<file path="src/rtl/mc_ctrl_pkg.sv">
// Shared encodings for the multicycle MIPS control unit: state codes,
// supported opcodes, ALU-decoder op codes, mux select encodings and the
// raw control word produced by the state decoder.
package mc_ctrl_pkg;

  // State codes
  localparam logic [3:0] FETCH   = 4'd0;
  localparam logic [3:0] DECODE  = 4'd1;
  localparam logic [3:0] MEMADR  = 4'd2;
  localparam logic [3:0] MEMRD   = 4'd3;
  localparam logic [3:0] MEMWB   = 4'd4;
  localparam logic [3:0] MEMWR   = 4'd5;
  localparam logic [3:0] RTYPEEX = 4'd6;
  localparam logic [3:0] RTYPEWB = 4'd7;
  localparam logic [3:0] BEQEX   = 4'd8;
  localparam logic [3:0] ADDIEX  = 4'd9;
  localparam logic [3:0] ADDIWB  = 4'd10;
  localparam logic [3:0] JEX     = 4'd11;

  // Supported opcodes (instr[31:26])
  localparam logic [5:0] OP_RTYPE = 6'b000000;
  localparam logic [5:0] OP_LW    = 6'b100011;
  localparam logic [5:0] OP_SW    = 6'b101011;
  localparam logic [5:0] OP_BEQ   = 6'b000100;
  localparam logic [5:0] OP_ADDI  = 6'b001000;
  localparam logic [5:0] OP_J     = 6'b000010;

  // Codes handed to the ALU decoder
  localparam logic [1:0] ALUOP_ADD   = 2'b00;
  localparam logic [1:0] ALUOP_SUB   = 2'b01;
  localparam logic [1:0] ALUOP_FUNCT = 2'b10;

  // ALU B operand select
  localparam logic [1:0] ALUSRCB_B     = 2'b00;
  localparam logic [1:0] ALUSRCB_FOUR  = 2'b01;
  localparam logic [1:0] ALUSRCB_IMM   = 2'b10;
  localparam logic [1:0] ALUSRCB_IMMSH = 2'b11;

  // PC source select
  localparam logic [1:0] PCSRC_ALU    = 2'b00;
  localparam logic [1:0] PCSRC_ALUOUT = 2'b01;
  localparam logic [1:0] PCSRC_JUMP   = 2'b10;

  // Control word as decoded from the state alone; the fetch and decode
  // flags let the top qualify the strobes that also depend on inputs.
  typedef struct packed {
    logic       fetch;
    logic       decode;
    logic       pcwrite;
    logic       branch;
    logic       iord;
    logic       memwrite;
    logic       regwrite;
    logic       regdst;
    logic       memtoreg;
    logic       alusrca;
    logic [1:0] alusrcb;
    logic [1:0] pcsrc;
    logic [1:0] aluop;
  } ctrl_t;

  // True for every opcode this core executes
  function automatic logic isLegalOp(input logic [5:0] opc);
    return (opc == OP_RTYPE) || (opc == OP_LW) || (opc == OP_SW) ||
           (opc == OP_BEQ) || (opc == OP_ADDI) || (opc == OP_J);
  endfunction

endpackage

</file>
<file path="src/rtl/multicycle_ctrl_outdec.sv">
// Pure state -> control word decode for the multicycle control unit.
// Unused state codes decode to an all-zero word.
module multicycle_ctrl_outdec
  import mc_ctrl_pkg::*;
#(
  parameter int STATE_W = 4
) (
  input  logic [STATE_W-1:0] state_i,
  output ctrl_t              ctrl_o
);

  // Per-state control word; everything not named for a state stays 0
  always_comb begin
    ctrl_o         = '0;
    ctrl_o.alusrcb = ALUSRCB_B;
    ctrl_o.pcsrc   = PCSRC_ALU;
    ctrl_o.aluop   = ALUOP_ADD;
    case (state_i)
      FETCH: begin
        ctrl_o.fetch   = 1'b1;
        ctrl_o.alusrcb = ALUSRCB_FOUR;
      end
      DECODE: begin
        ctrl_o.decode  = 1'b1;
        ctrl_o.alusrcb = ALUSRCB_IMMSH;
      end
      MEMADR: begin
        ctrl_o.alusrca = 1'b1;
        ctrl_o.alusrcb = ALUSRCB_IMM;
      end
      MEMRD: begin
        ctrl_o.iord = 1'b1;
      end
      MEMWB: begin
        ctrl_o.memtoreg = 1'b1;
        ctrl_o.regwrite = 1'b1;
      end
      MEMWR: begin
        ctrl_o.iord     = 1'b1;
        ctrl_o.memwrite = 1'b1;
      end
      RTYPEEX: begin
        ctrl_o.alusrca = 1'b1;
        ctrl_o.aluop   = ALUOP_FUNCT;
      end
      RTYPEWB: begin
        ctrl_o.regdst   = 1'b1;
        ctrl_o.regwrite = 1'b1;
      end
      BEQEX: begin
        ctrl_o.alusrca = 1'b1;
        ctrl_o.aluop   = ALUOP_SUB;
        ctrl_o.pcsrc   = PCSRC_ALUOUT;
        ctrl_o.branch  = 1'b1;
      end
      ADDIEX: begin
        ctrl_o.alusrca = 1'b1;
        ctrl_o.alusrcb = ALUSRCB_IMM;
      end
      ADDIWB: begin
        ctrl_o.regwrite = 1'b1;
      end
      JEX: begin
        ctrl_o.pcsrc   = PCSRC_JUMP;
        ctrl_o.pcwrite = 1'b1;
      end
      default: ;
    endcase
  end

endmodule

</file>
<file path="src/rtl/multicycle_ctrl_fsm.sv">
// Main control FSM of the multicycle MIPS core. Holds the state register,
// sequences fetch/decode/execute/memory/writeback one step per cycle, stalls
// on mem_ready in the memory-touching states and flags unsupported opcodes.
// All write strobes are masked while reset_n is low so an abandoned
// instruction cannot leave a partial write behind.
module multicycle_ctrl_fsm
  import mc_ctrl_pkg::*;
#(
  parameter int STATE_W = 4
) (
  input  logic       clk,
  input  logic       reset_n,
  input  logic [5:0] op,
  input  logic       zero,
  input  logic       mem_ready,
  output logic       irwrite,
  output logic       pcwrite,
  output logic       branch,
  output logic       pcen,
  output logic       iord,
  output logic       memwrite,
  output logic       regwrite,
  output logic       regdst,
  output logic       memtoreg,
  output logic       alusrca,
  output logic [1:0] alusrcb,
  output logic [1:0] pcsrc,
  output logic [1:0] aluop,
  output logic       illegal_op
);

  logic [STATE_W-1:0] state_q;
  logic [STATE_W-1:0] state_d;
  ctrl_t              ctrl;

  // State register, forced back to FETCH as soon as reset_n falls
  always_ff @(posedge clk or negedge reset_n) begin
    if (!reset_n) begin
      state_q <= FETCH;
    end else begin
      state_q <= state_d;
    end
  end

  // Next-state logic; op is only consulted in DECODE and MEMADR
  always_comb begin
    state_d = FETCH;
    case (state_q)
      FETCH:   state_d = mem_ready ? DECODE : FETCH;
      DECODE: begin
        case (op)
          OP_LW, OP_SW: state_d = MEMADR;
          OP_RTYPE:     state_d = RTYPEEX;
          OP_BEQ:       state_d = BEQEX;
          OP_ADDI:      state_d = ADDIEX;
          OP_J:         state_d = JEX;
          default:      state_d = FETCH;
        endcase
      end
      MEMADR: begin
        case (op)
          OP_LW:   state_d = MEMRD;
          OP_SW:   state_d = MEMWR;
          default: state_d = FETCH;
        endcase
      end
      MEMRD:   state_d = mem_ready ? MEMWB : MEMRD;
      MEMWR:   state_d = mem_ready ? FETCH : MEMWR;
      RTYPEEX: state_d = RTYPEWB;
      ADDIEX:  state_d = ADDIWB;
      default: state_d = FETCH;
    endcase
  end

  multicycle_ctrl_outdec #(
    .STATE_W (STATE_W)
  ) u_outdec (
    .state_i (state_q),
    .ctrl_o  (ctrl)
  );

  // The fetch strobes wait for memory; every write strobe is killed in reset
  assign irwrite    = reset_n & ctrl.fetch & mem_ready;
  assign pcwrite    = reset_n & (ctrl.pcwrite | (ctrl.fetch & mem_ready));
  assign branch     = reset_n & ctrl.branch;
  assign pcen       = pcwrite | (branch & zero);
  assign memwrite   = reset_n & ctrl.memwrite;
  assign regwrite   = reset_n & ctrl.regwrite;
  assign illegal_op = reset_n & ctrl.decode & ~isLegalOp(op);

  assign iord       = ctrl.iord;
  assign regdst     = ctrl.regdst;
  assign memtoreg   = ctrl.memtoreg;
  assign alusrca    = ctrl.alusrca;
  assign alusrcb    = ctrl.alusrcb;
  assign pcsrc      = ctrl.pcsrc;
  assign aluop      = ctrl.aluop;

endmodule
</file>
<file path="config.mk">
export PLATFORM = sky130hd
export DESIGN_NAME = multicycle_ctrl_fsm
export DESIGN_NICKNAME = d
export VERILOG_FILES = /design/src/rtl/mc_ctrl_pkg.sv /design/src/rtl/multicycle_ctrl_outdec.sv /design/src/rtl/multicycle_ctrl_fsm.sv
export SDC_FILE = /design/constraint.sdc
export NUM_CORES = 1
export LEC_CHECK = 0
export BUFFER_PORTS_ARGS = -buffer_cell sky130_fd_sc_hd__buf_2
export CAP_MARGIN = 20
export CORE_AREA = 2 2 39 41
export CTS_CLUSTER_DIAMETER = 120
export DETAILED_ROUTE_END_ITERATION = 16
export DIE_AREA = 0 0 41 43
export GPL_TIMING_DRIVEN = 0
export PLACE_DENSITY = 0.83
export SLEW_MARGIN = 15
export SYNTH_ARGS = -nofsm -noshare
export SYNTH_HDL_FRONTEND = slang
export SYNTH_SLANG_ARGS = --single-unit
</file>
<file path="constraint.sdc">
create_clock -name clk -period 2.2 [get_ports clk]
set_input_delay 0.44 -clock clk [delete_from_list [all_inputs] [get_ports clk]]
set_output_delay 0.44 -clock clk [all_outputs]
set_load 0.005 [all_outputs]
</file>
# Word-level counts from Yosys, hierarchy flattened
# Index checks and enable logic that the tools add are counted.
# totals
reg_bits	4
inputBits	10
output_inout_bits	17
elab_cells	61
# op_classes
n_eq_ne	16
muxes	19
bitwise	13
reduce_logical	12
# ops
operator	count
4-bit case mux with 7 select lines	1
4-bit case mux with 5 select lines	1
4-bit by 3-bit == test with 1-bit output, second input constant	4
4-bit == test, second input constant	4
6-bit == test, second input constant	2
1-bit 2-to-1 mux	11
1-bit AND	10
4-bit by 2-bit == test with 1-bit output, second input constant	2
2-bit case mux with 2 select lines	2
6-bit by 2-bit == test with 1-bit output, second input constant	1
6-bit by 3-bit == test with 1-bit output, second input constant	1
6-bit by 4-bit == test with 1-bit output, second input constant	1
6-bit zero test	1
3-bit 2-to-1 mux	2
2-bit case mux with 3 select lines	1
3-bit case mux with 2 select lines	1
2-bit OR reduction	3
1-bit logical OR	5
4-bit by 1-bit == test with 1-bit output, second input constant	1
4-bit zero test	1
4-bit OR reduction	1
3-bit OR reduction	1
1-bit OR	2
1-bit NOT	1

# Logic depth before layout (Yosys ltp)
# Gate-level depths: netlist (run 1).
# depth
word_depth	8
depth_mapped	5
mapped_depth_nobuf	4

# Modules after synthesis
# From an unflattened synthesis (run 1), not the netlist that was laid out.
# unflattened
hier_cells	79
hier_area_um2	598.1
# modules_own_cells
module	instances	cells_per_inst	area_each_um2	seq_area_each_um2
multicycle_ctrl_fsm	1	52	416.6	100.1
multicycle_ctrl_outdec	1	27	181.4	0.0

# Least setup slack after synthesis (run 1)
# OpenSTA, ideal clock, no wires.
# synth_path
kind	register to output
from	register state_q[2]
to	output port pcen
t_arrival_ns	1.143
required_time_ns	1.760
slack_ns	0.617
stages_incl_launch_ff	6
path_buffers	1
path_cell_list	dfrtp_1 > buf_6 > nand2b_1 > nor3_2 > and2_1 > a21o_1
# synth_between
elab_cells_between_ends	12
classes_between	eq/ne (2); mux (3); bitwise (6); reduce/logical (1)
# synth_lines
element	line	text
start, declared	multicycle_ctrl_fsm.sv:32	logic [STATE_W-1:0] state_q;
start signal, assigned	multicycle_ctrl_fsm.sv:41	state_q <= state_d;
4-bit == test	multicycle_ctrl_outdec.sv:18	case (state_i)
1-bit 2-to-1 mux	multicycle_ctrl_outdec.sv:18	
1-bit AND	multicycle_ctrl_fsm.sv:85	assign branch = reset_n & ctrl.branch;
via branch	multicycle_ctrl_fsm.sv:18	output logic branch,
1-bit AND	multicycle_ctrl_fsm.sv:86	assign pcen = pcwrite | (branch & zero);
1-bit OR	multicycle_ctrl_fsm.sv:86	
end, declared	multicycle_ctrl_fsm.sv:19	output logic pcen,
# The timed path passes the listed nets, and every way through them passes these cells.

# Worst setup path after layout (run 1)
# layout_path
from	register state_q[1]
to	output port illegal_op
# layout_between
elab_chain_cells	4
# layout_lines
element	line	text
4-bit by 1-bit == test with 1-bit output	multicycle_ctrl_outdec.sv:18	
1-bit 2-to-1 mux	multicycle_ctrl_outdec.sv:18	
1-bit AND (2 in a row)	multicycle_ctrl_fsm.sv:89	assign illegal_op = reset_n & ctrl.decode & ~isLegalOp(op);
end, declared	multicycle_ctrl_fsm.sv:29	output logic illegal_op
# Every way passes these cells.

==> parameters.txt, run 1 <==
Parameter                              Value

Cells and area
  Most used cells in the layout excluding fill and tap cells    buf_2, nor2_1, nor3_1
  Number of flip-flops under the largest register name    4
  Number of nets in the layout    111
  Largest registers    state_q (4)
  Number of diodes    0
  Biggest register    state_q
  Fraction of layout instances using a drive strength above 1    38.38%
  Most frequent standard cell in the layout excluding fill and tap cells    buf_2
  Post-synthesis to final-layout area growth    31.31%
  Final core utilization    between 50% and 60%

Setup path
  Critical Path RT    around 1.8 ns
  Largest driver fanout on the critical path    10
  Worst path max stage delay    approximately 0.4 ns
  Startpoint-to-endpoint class of the critical path    reg2out
  Most used cell along the critical path    buf_2
  Sum of buffers and inverters on the critical path    2
  Setup slack of the most critical reg-to-reg path    0.83 ns
  Critical path startpoint category    flop
  Type of element capturing the critical path    output pin
  Largest delay share family, worst path    simple AND/OR/NAND/NOR gates
  Arrival time of the worst setup path    1.57 ns
  Chain of cells forming the critical path    buf_2 -> nor2_1 -> nand3_1 -> nor4bb_1 -> buf_2
  Slowest cell on crit path    dfrtp_1

Clocking
  Sinks on the clock net    4
  Reg clk slew, reported paths    ~0.040 ns
  Clock latency reported for the late side of the worst-skew pair    between 0.2 and 0.25 ns
  Root Buffer    clkbuf_4
  CTS Buf Count    3
  CTS max path bufs    2
  TritonCTS clock tree    built
  H-tree depth    1
  Hold buffer count at cts    0
  Post CTS Setup Buffer Count    0
  Post_cts resized    0

Drt
  Number of violations reported at the end of detailed-routing iteration 0    7
  DR WL/cell    approximately 12 um
  DRC violation count after routing    0
  Number of detailed-routing iterations run before antenna repair    4
  Post-route ant nets    0
  Final wirelength    1.367 mm
  Via-to-Cell Ratio    approximately 5.7
  Vias after detailed routing    between 600 and 700

Pwr
  Int Power    around 0.00019 W
  Proportion of power drawn by the clock network    32.6%
  Static leakage    approximately 0.34 nW
  Switching power of the nets    approximately 0.000097 W
  Power Density    approximately 400 mW/mm^2
  Switching Fraction    about a third
  Worst IR Drop VDD    ~0.22 mV
  Portion of total power attributed to combinational logic    a little under two fifths
  Flop pwr share    between 20 and 30%

Die
  Placeable core region    ~0.0014 mm^2
  Core Rows    14
  Starting density of the core    around two fifths
  Die Outline Area    0.001763 mm^2
  Die extent in y    ~43 um
  Horiz. Die Dim    just over 40 um
  Top-Level Pins    27

Global route
  Number of global-route vias before repair    536
  Total overflow reported by the global router    0
  Total global-route track usage    ~18%
  Initial antenna violation count    0
  Maximum number of pins on one net before global-route repair    11
  Global-route wire length before repair    around 2.2 mm

Place
  Buffers on Ports    25
  Weighted congestion at the end of routability-driven global placement    0.8716
  Detailed placer's ending HPWL    ~1.1 mm

Synthesis
  Post-synth EDFFs    0
  Synth async-reset ratio    100.0%
  Post-synthesis register bit count    4
  Synthesized cell area    roughly 540 um^2
  Post-Synthesis Mean Instance Area    approximately 7.5 um^2
  Proportion of synthesized chip area in sequential cells    18.69%
  Post-synthesis net count    81
  Count of synthesis-stage warnings from yosys    0
  Number of cells produced by synthesis    about 70
  Number of distinct library cells after synthesis    38
  Leading register cell type out of synthesis    dfrtp_1

STA
  Part of the cycle the worst path needs    about nine tenths
  Max_slew headroom    about four fifths
  TNS Setup    0 ns
  Actual transition at the worst max-transition pin    around 0.30 ns
  Final Hold Viols    0
  Unrepaired setup endpoints after global routing    no
  Worst Clk Skew    0.002090 ns
  Fin crit period    about 2.0 ns
  Maximum operating frequency    between 400 and 500 MHz
  Count of final max-slew check failures    0
  Total of endpoints with negative setup slack in the final report    0

Flow run
  Max-capacitance violation count    0

Min path
  HP Class    in2async

Outcome
  Result of the run    finished clean
[cell usage after synthesis, types with 2 or more instances]
library cell  number  area (um^2)
nor2_1             8        30.03
nor3_1             6        30.03
dfrtp_1            4        100.1
nand2_1            4        15.01
nand3_1            4        20.02
buf_6              3        33.78
nand2b_1           3        18.77
a21oi_1            2        10.01
a31oi_1            2        12.51
nor2b_1            2        12.51
nor3b_1            2        15.01
nor4_1             2        12.51
o21ai_0            2        10.01
o22ai_1            2        12.51
xor2_1             2        17.52
[worst register-to-register path, cell delays in order (launching register included)]
cell and delay (ns):
dfrtp_1 0.42, or4_4 0.55, o22ai_2 0.11, nand3_1 0.12, nand3b_1 0.11
[cell type report]
type | instances | area [um^2]
buffer | 4 | 38.79
fill | 144 | 680.7
sequential | 4 | 100.1
tap | 16 | 20.02
clock buffer | 3 | 22.52
timing repair buffer | 25 | 125.1
inverter | 2 | 7.507
multi-input combinational | 61 | 389.1
[per-layer routing]
layer  vias up  GRT usage (%)  routed length, um
li1        322              -                  -
met1       299          21.50                542
met2        32          28.75                671
met3         5          3.141                123
met4         0          10.00                 31
met5         -              0                  0
[final timing paths]
kind | from | end | cells past startpoint
worst max-delay path | state_q[1] | illegal_op | 5
worst min-delay path | reset_n | state_q[1] | 1
worst max register to register | state_q[0] | state_q[0] | 4
worst min register to register | state_q[2] | state_q[3] | 2
max in group asynchronous | reset_n | state_q[3] | 1
min in group clk | state_q[2] | state_q[3] | 2
[per-stage QoR]
step | total power (W) | setup WS, ns | hold WS [ns] | cells | cell area [um^2]
after global routing | 0.0003037 | 0.08733 | 0.04023 | 115 | 703.2
after detailed placement | 0.0001931 | 0.3275 | 0.2831 | 112 | 680.7
after global placement | 0.0001902 | 0.3141 | 0.2798 | 112 | 680.7
after CTS | 0.0002871 | 0.1911 | 0.03157 | 115 | 703.2
final | 0.0002860 | 0.1879 | 0.03270 | 115 | 703.2
after floorplan | 0.0001532 | 0.6172 | 0.1444 | 71 | 535.5
[power by group through the flow]
stage	registers (W)	logic [W]	clock network (W)
after floorplan	0.0000835	0.0000697	0
after global placement	0.0000848	0.000105	0
after detailed placement	0.0000851	0.000108	0
after CTS	0.0000842	0.000109	0.0000944
after global routing	0.0000848	0.000121	0.0000977
final	0.0000843	0.000109	0.0000931
[kinds of logic (layout without fill, tap and decap cells)]
logic type      count (synthesis)  after routing  synth area share [%]
compound gates                 16             16                 21.03
mux                             1              1                 2.103
flops                           4              4                 18.69
xor+xnor                        3              3                 4.907
buf+inv                         6             34                 8.642
simple gates                   41             41                 44.63
(Power assumes the default switching activity.)
==> run 2: changes to the inputs <==
Settings changed: CTS_BUF_LIST set to sky130_fd_sc_hd__clkbuf_16, SLEW_MARGIN 15 to 25.
==> run 2 against run 1 <==
  * Non-clock buffer count did not move
  * Final cell count did not move
  * First-iteration DRC count increased by 29%
  * Global-route usage is 0.60 points higher
  * Via count is 1.8% higher
  * Largest cell class unchanged
  * Largest power group is now clock
==> parameters.txt, run 2 (synthesis results as in run 1) <==
Parameter                              Value

Place
  Buffers on Ports    25 (unchanged)
  Detailed placer's ending HPWL    1.082 mm (unchanged)
  Placement Cell Area    680.7 um^2 (unchanged)
  Total instance count after detailed placement    112 (unchanged)
  Worst setup slack after placement    0.3275 ns (unchanged)
  Weighted congestion at the end of routability-driven global placement    0.8716 (unchanged)

Die
  Die extent in y    43 um (unchanged)
  Core Rows    14 (unchanged)
  Starting density of the core    38.70% (unchanged)
  Horiz. Die Dim    41 um (unchanged)
  Die Outline Area    0.001763 mm^2 (unchanged)
  Placeable core region    0.001384 mm^2 (unchanged)
  Top-Level Pins    27 (unchanged)

Clocking
  Reg clk slew, reported paths    0.03 ns (about the same)
  Root Buffer    clkbuf_16
  Clock latency reported for the late side of the worst-skew pair    0.23 ns (about the same)
  CTS max path bufs    2 (unchanged)
  Hold buffer count at cts    0 (unchanged)
  Post CTS Setup Buffer Count    0 (unchanged)
  TritonCTS clock tree    built
  CTS Buf Count    3 (unchanged)
  Post_cts resized    0 (unchanged)
  Sinks on the clock net    4 (unchanged)
  H-tree depth    1 (unchanged)

Setup path
  Critical Path RT    1.76 ns (about the same)
  Worst path max stage delay    0.41 ns (about the same)
  Slowest cell on crit path    dfrtp_1
  Sum of buffers and inverters on the critical path    2 (unchanged)
  Most used cell along the critical path    buf_2
  Startpoint-to-endpoint class of the critical path    reg2out
  Setup slack of the most critical reg-to-reg path    0.82 ns (about the same)
  Chain of cells forming the critical path    buf_2 -> nor2_1 -> nand3_1 -> nor4bb_1 -> buf_2
  Type of element capturing the critical path    output pin
  Largest driver fanout on the critical path    10 (unchanged)
  Largest delay share family, worst path    simple AND/OR/NAND/NOR gates
  Arrival time of the worst setup path    1.59 ns (+0.02 ns)
  Critical path startpoint category    flop

Flow run
  Max-capacitance violation count    0 (unchanged)

Cells and area
  Number of flip-flops under the largest register name    4 (unchanged)
  Largest registers    state_q (4)
  Number of cells in the finished layout apart from fillers    115 (unchanged)
  Post-route cell area    755.7 um^2 (+7.5%)
  Number of nets in the layout    111 (unchanged)
  Number of diodes    0 (unchanged)
  Post-synthesis to final-layout area growth    41.12%
  Fraction of layout instances using a drive strength above 1    38.38% (unchanged)
  Most used cells in the layout excluding fill and tap cells    buf_2, nor2_1, nor3_1
  Biggest register    state_q
  Number of filler cells placed in the layout    131 (-9.0%)
  Most frequent standard cell in the layout excluding fill and tap cells    buf_2

STA
  Final Hold Viols    0 (unchanged)
  TNS Setup    0 ns (unchanged)
  Worst Clk Skew    0.0008802 ns (-0.001210 ns)
  Actual transition at the worst max-transition pin    0.2949 ns (-0.003809 ns)
  Unrepaired setup endpoints after global routing    no
  Count of final max-slew check failures    0 (unchanged)
  Maximum operating frequency    493.1 MHz (-0.78%)
  Fin crit period    2.028 ns (+0.01582 ns)
  Total of endpoints with negative setup slack in the final report    0 (unchanged)
  Max_slew headroom    80.16% (+0.26 points)
  Part of the cycle the worst path needs    92.18% (+0.72 points)
  Final setup margin    0.1720 ns (-0.01582 ns)

Drt
  Number of violations reported at the end of detailed-routing iteration 0    9 (+2)
  Vias after detailed routing    670 (+1.8%)
  Final wirelength    1.446 mm (+5.8%)
  Number of detailed-routing iterations run before antenna repair    4 (unchanged)
  Post-route ant nets    0 (unchanged)
  Highest metal layer with signal wires    met4
  Total met3 wirelength after detailed routing    115 um (-6.5%)
  Via-to-Cell Ratio    5.826 (+1.8%)
  Routed length on met2    663 um (-1.2%)
  Wire length the detailed router placed on met1    619 um (+14%)
  DR WL/cell    12.57 um (+5.8%)
  DRC violation count after routing    0 (unchanged)

Global route
  Initial antenna violation count    0 (unchanged)
  Total overflow reported by the global router    0 (unchanged)
  Total global-route track usage    18.65% (+0.60 points)
  Maximum number of pins on one net before global-route repair    11 (unchanged)
  Number of global-route vias before repair    547 (+2.1%)
  Global-route wire length before repair    2.194 mm (+0.32%)

Min path
  HP Class    in2async

Outcome
  Result of the run    finished clean

Pwr
  Static leakage    0.3678 nW (+6.7%)
  Worst IR Drop VDD    0.4278 mV (+94%)
  Power Density    638.2 mW/mm^2 (+57%)
-- run 2: final timing paths --
path	endpoint	from	depth (start not counted)
min reg2reg	state_q[3]	state_q[2]	2
max	illegal_op	state_q[1]	5
max in group asynchronous	state_q[3]	reset_n	1
min	state_q[1]	reset_n	1
min in group clk	state_q[3]	state_q[2]	2
max reg2reg	state_q[0]	state_q[0]	4
-- run 2: routing by layer --
layer / track usage, % / vias up
met5: 0 / -
met4: 14.67 / 0
met3: 3.141 / 5
met2: 28.44 / 35
met1: 21.50 / 306
li1: - / 324
-- run 2: layout make-up --
type	count	area (um^2)	area share, %
Clock buffer	3	75.07	9.934
Inverter	2	7.507	0.9934
Multi-Input combinational cell	61	389.1	51.49
Timing Repair Buffer	25	125.1	16.56
Sequential cell	4	100.1	13.25
Buffer	4	38.79	5.132
Tap cell	16	20.02	2.649
-- run 2: power breakdown --
group | switching, W | internal (W)
Clock | 0.0000562 | 0.000233
Combinational | 0.0000591 | 0.0000497
Sequential | 0.00000632 | 0.0000784
-- run 2: per-stage QoR --
stage | util [%] | power [W] | hold WS, ns
finish | 54.61 | 0.0004823 | 0.04700
global route | 54.61 | 0.0005016 | 0.05472
CTS | 54.61 | 0.0004849 | 0.04464
detailed placement | 49.19 | 0.0001931 | 0.2831
global placement | 49.19 | 0.0001902 | 0.2798
floorplan | - | 0.0001532 | 0.1444
==> run 3: changes to the inputs <==
Settings changed: REMOVE_ABC_BUFFERS set to 1.
==> run 3 against run 2 <==
  * Maximum frequency shrank 4.2%
  * Critical path type unchanged
  * First-iteration DRC count grew 67%
  * Die area is the same
  * Clock power shrank 3%
  * Sequential share of layout area grew 0.72 points
  * Largest power group unchanged
  * Sequential power grew 13%
==> parameters.txt, run 3 (synthesis results as in run 1) <==
Parameter                              Value

Cells and area
  Fraction of layout instances using a drive strength above 1    38.54% (+0.16 points)
  Most frequent standard cell in the layout excluding fill and tap cells    buf_2
  Largest registers    state_q (4)
  Number of flip-flops under the largest register name    4 (unchanged)
  Post-synthesis to final-layout area growth    35.51%
  Number of filler cells placed in the layout    138 (+5.3%)
  Number of diodes    0 (unchanged)
  Biggest register    state_q
  Number of nets in the layout    108 (-2.7%)
  Most used cells in the layout excluding fill and tap cells    buf_2, nor2_1, nor3_1, nand2_1, nand3_1

Global route
  Initial antenna violation count    0 (unchanged)
  Number of global-route vias before repair    531 (-2.9%)
  Total global-route track usage    17.91% (-0.74 points)
  Global-route wire length before repair    2.228 mm (+1.5%)
  Maximum number of pins on one net before global-route repair    16 (+5)
  Total overflow reported by the global router    0 (unchanged)

Drt
  DRC violation count after routing    0 (unchanged)
  Number of violations reported at the end of detailed-routing iteration 0    15 (+6)
  Vias after detailed routing    630 (-6.0%)
  Via-to-Cell Ratio    5.625 (-3.5%)
  Final wirelength    1.436 mm (-0.69%)
  Number of detailed-routing iterations run before antenna repair    2 (-2)
  DR WL/cell    12.82 um (+2.0%)
  Post-route ant nets    0 (unchanged)

Die
  Horiz. Die Dim    41 um (unchanged)
  Starting density of the core    38.70% (unchanged)
  Placeable core region    0.001384 mm^2 (unchanged)
  Top-Level Pins    27 (unchanged)
  Die Outline Area    0.001763 mm^2 (unchanged)
  Core Rows    14 (unchanged)
  Die extent in y    43 um (unchanged)

Clocking
  TritonCTS clock tree    built
  Root Buffer    clkbuf_16
  Post CTS Setup Buffer Count    0 (unchanged)
  CTS Buf Count    3 (unchanged)
  Sinks on the clock net    4 (unchanged)
  Clock latency reported for the late side of the worst-skew pair    0.22 ns (about the same)
  H-tree depth    1 (unchanged)
  CTS max path bufs    2 (unchanged)
  Reg clk slew, reported paths    0.03 ns (about the same)

STA
  Max_slew headroom    68.49% (-12 points)
  Final Hold Viols    0 (unchanged)
  Maximum operating frequency    472.3 MHz (-4.2%)
  TNS Setup    0 ns (unchanged)
  Total of endpoints with negative setup slack in the final report    0 (unchanged)
  Fin crit period    2.118 ns (+0.08955 ns)
  Count of final max-slew check failures    0 (unchanged)
  Worst Clk Skew    0.001131 ns (+0.0002507 ns)
  Part of the cycle the worst path needs    96.25% (+4.1 points)
  Unrepaired setup endpoints after global routing    no
  Actual transition at the worst max-transition pin    0.4726 ns (+0.1777 ns)

Flow run
  Max-capacitance violation count    0 (unchanged)

Pwr
  Worst IR Drop VDD    0.2905 mV (-32%)
  Overall power of the completed layout    0.0004657 W (-3.4%)
  Static leakage    0.3477 nW (-5.5%)
  Power Density    641.8 mW/mm^2 (+0.55%)

Min path
  HP Class    in2async

Setup path
  Largest driver fanout on the critical path    15 (+5)
  Worst path max stage delay    0.54 ns (+0.13 ns)
  Slowest cell on crit path    dfrtp_1
  Chain of cells forming the critical path    nor2_1 -> nand3_1 -> nor4bb_1 -> buf_2
  Arrival time of the worst setup path    1.68 ns (+0.09 ns)
  Critical path startpoint category    flop
  Startpoint-to-endpoint class of the critical path    reg2out
  Number of cells on the worst reg-to-reg path    4 (unchanged)
  Type of element capturing the critical path    output pin
  Critical Path RT    1.76 ns (about the same)

Outcome
  Result of the run    finished clean

Place
  Detailed placer's ending HPWL    1.041 mm (-3.8%)
  Weighted congestion at the end of routability-driven global placement    0.8308 (-4.7%)
  Buffers on Ports    26 (+4.0%)
==> run 3: cell types whose count changed in the layout (fill, tap and decap cells not counted), sizes merged <==
cell	delta
buf	-3
==> run 3: metrics by stage <==
stage                     std cells  util (%)  setup slack, ns  hold WS (ns)  area [um^2]
final                           112     52.44          0.08250       0.05114        725.7
after global routing            112     52.44        0.0003930       0.05939        725.7
after CTS                       112     52.26          0.06415       0.05546        723.2
after detailed placement        109     46.75           0.2844        0.2852        646.9
after global placement          109     46.75           0.3095        0.2826        646.9
after floorplan                  67         -           0.5847        0.1444        496.7
==> run 3: path summary, 6_finish.rpt <==
path	end	slack, ns	from
min in group clk	state_q[3]	0.64	op[0]
worst min-delay path	state_q[3]	0.05	reset_n
max in group asynchronous	state_q[0]	1.97	reset_n
worst max-delay path	illegal_op	0.08	state_q[1]
worst min register to register	state_q[3]	0.67	state_q[2]
worst max register to register	state_q[0]	0.73	state_q[1]
==> run 3: power breakdown <==
part           switching (W)  total [W]  leakage, nW  internal, W
registers          0.0000166  0.0000954       0.0530    0.0000788
logic              0.0000484  0.0000909        0.258    0.0000425
clock network      0.0000475   0.000279       0.0370     0.000232
==> run 3: metal layers <==
metal | GRT usage (%) | share of wire (%) | vias to the layer above
li1 | - | - | 311
met1 | 23.62 | 47 | 289
met2 | 28.13 | 45 | 28
met3 | 3.141 | 6.5 | 2
met4 | 6.000 | 0.84 | 0
met5 | 0 | 0 | -
==> run 3: final cells by class <==
class / count / area (um^2) / area share, %
multi-input cells: 61 / 391.6 / 53.97
repair buffers: 26 / 130.1 / 17.93
flip-flops and latches: 4 / 101.3 / 13.97
clock buffers: 3 / 75.07 / 10.34
well taps: 16 / 20.02 / 2.759
inverters: 2 / 7.507 / 1.034
==> run 3: worst max-delay path: cells and delay by family (launching register included) <==
family	cells	cell delay [ns]
buf+inv	1	0.17
flops	1	0.54
simple gates	3	0.74
==> run 3: what timing repair did <==
| item | in CTS | in global routing |
|---|---|---|
| resized for setup | 1 | 1 |
| setup endpoints to repair | 1 | 1 |
| hold buffers | 0 | 0 |
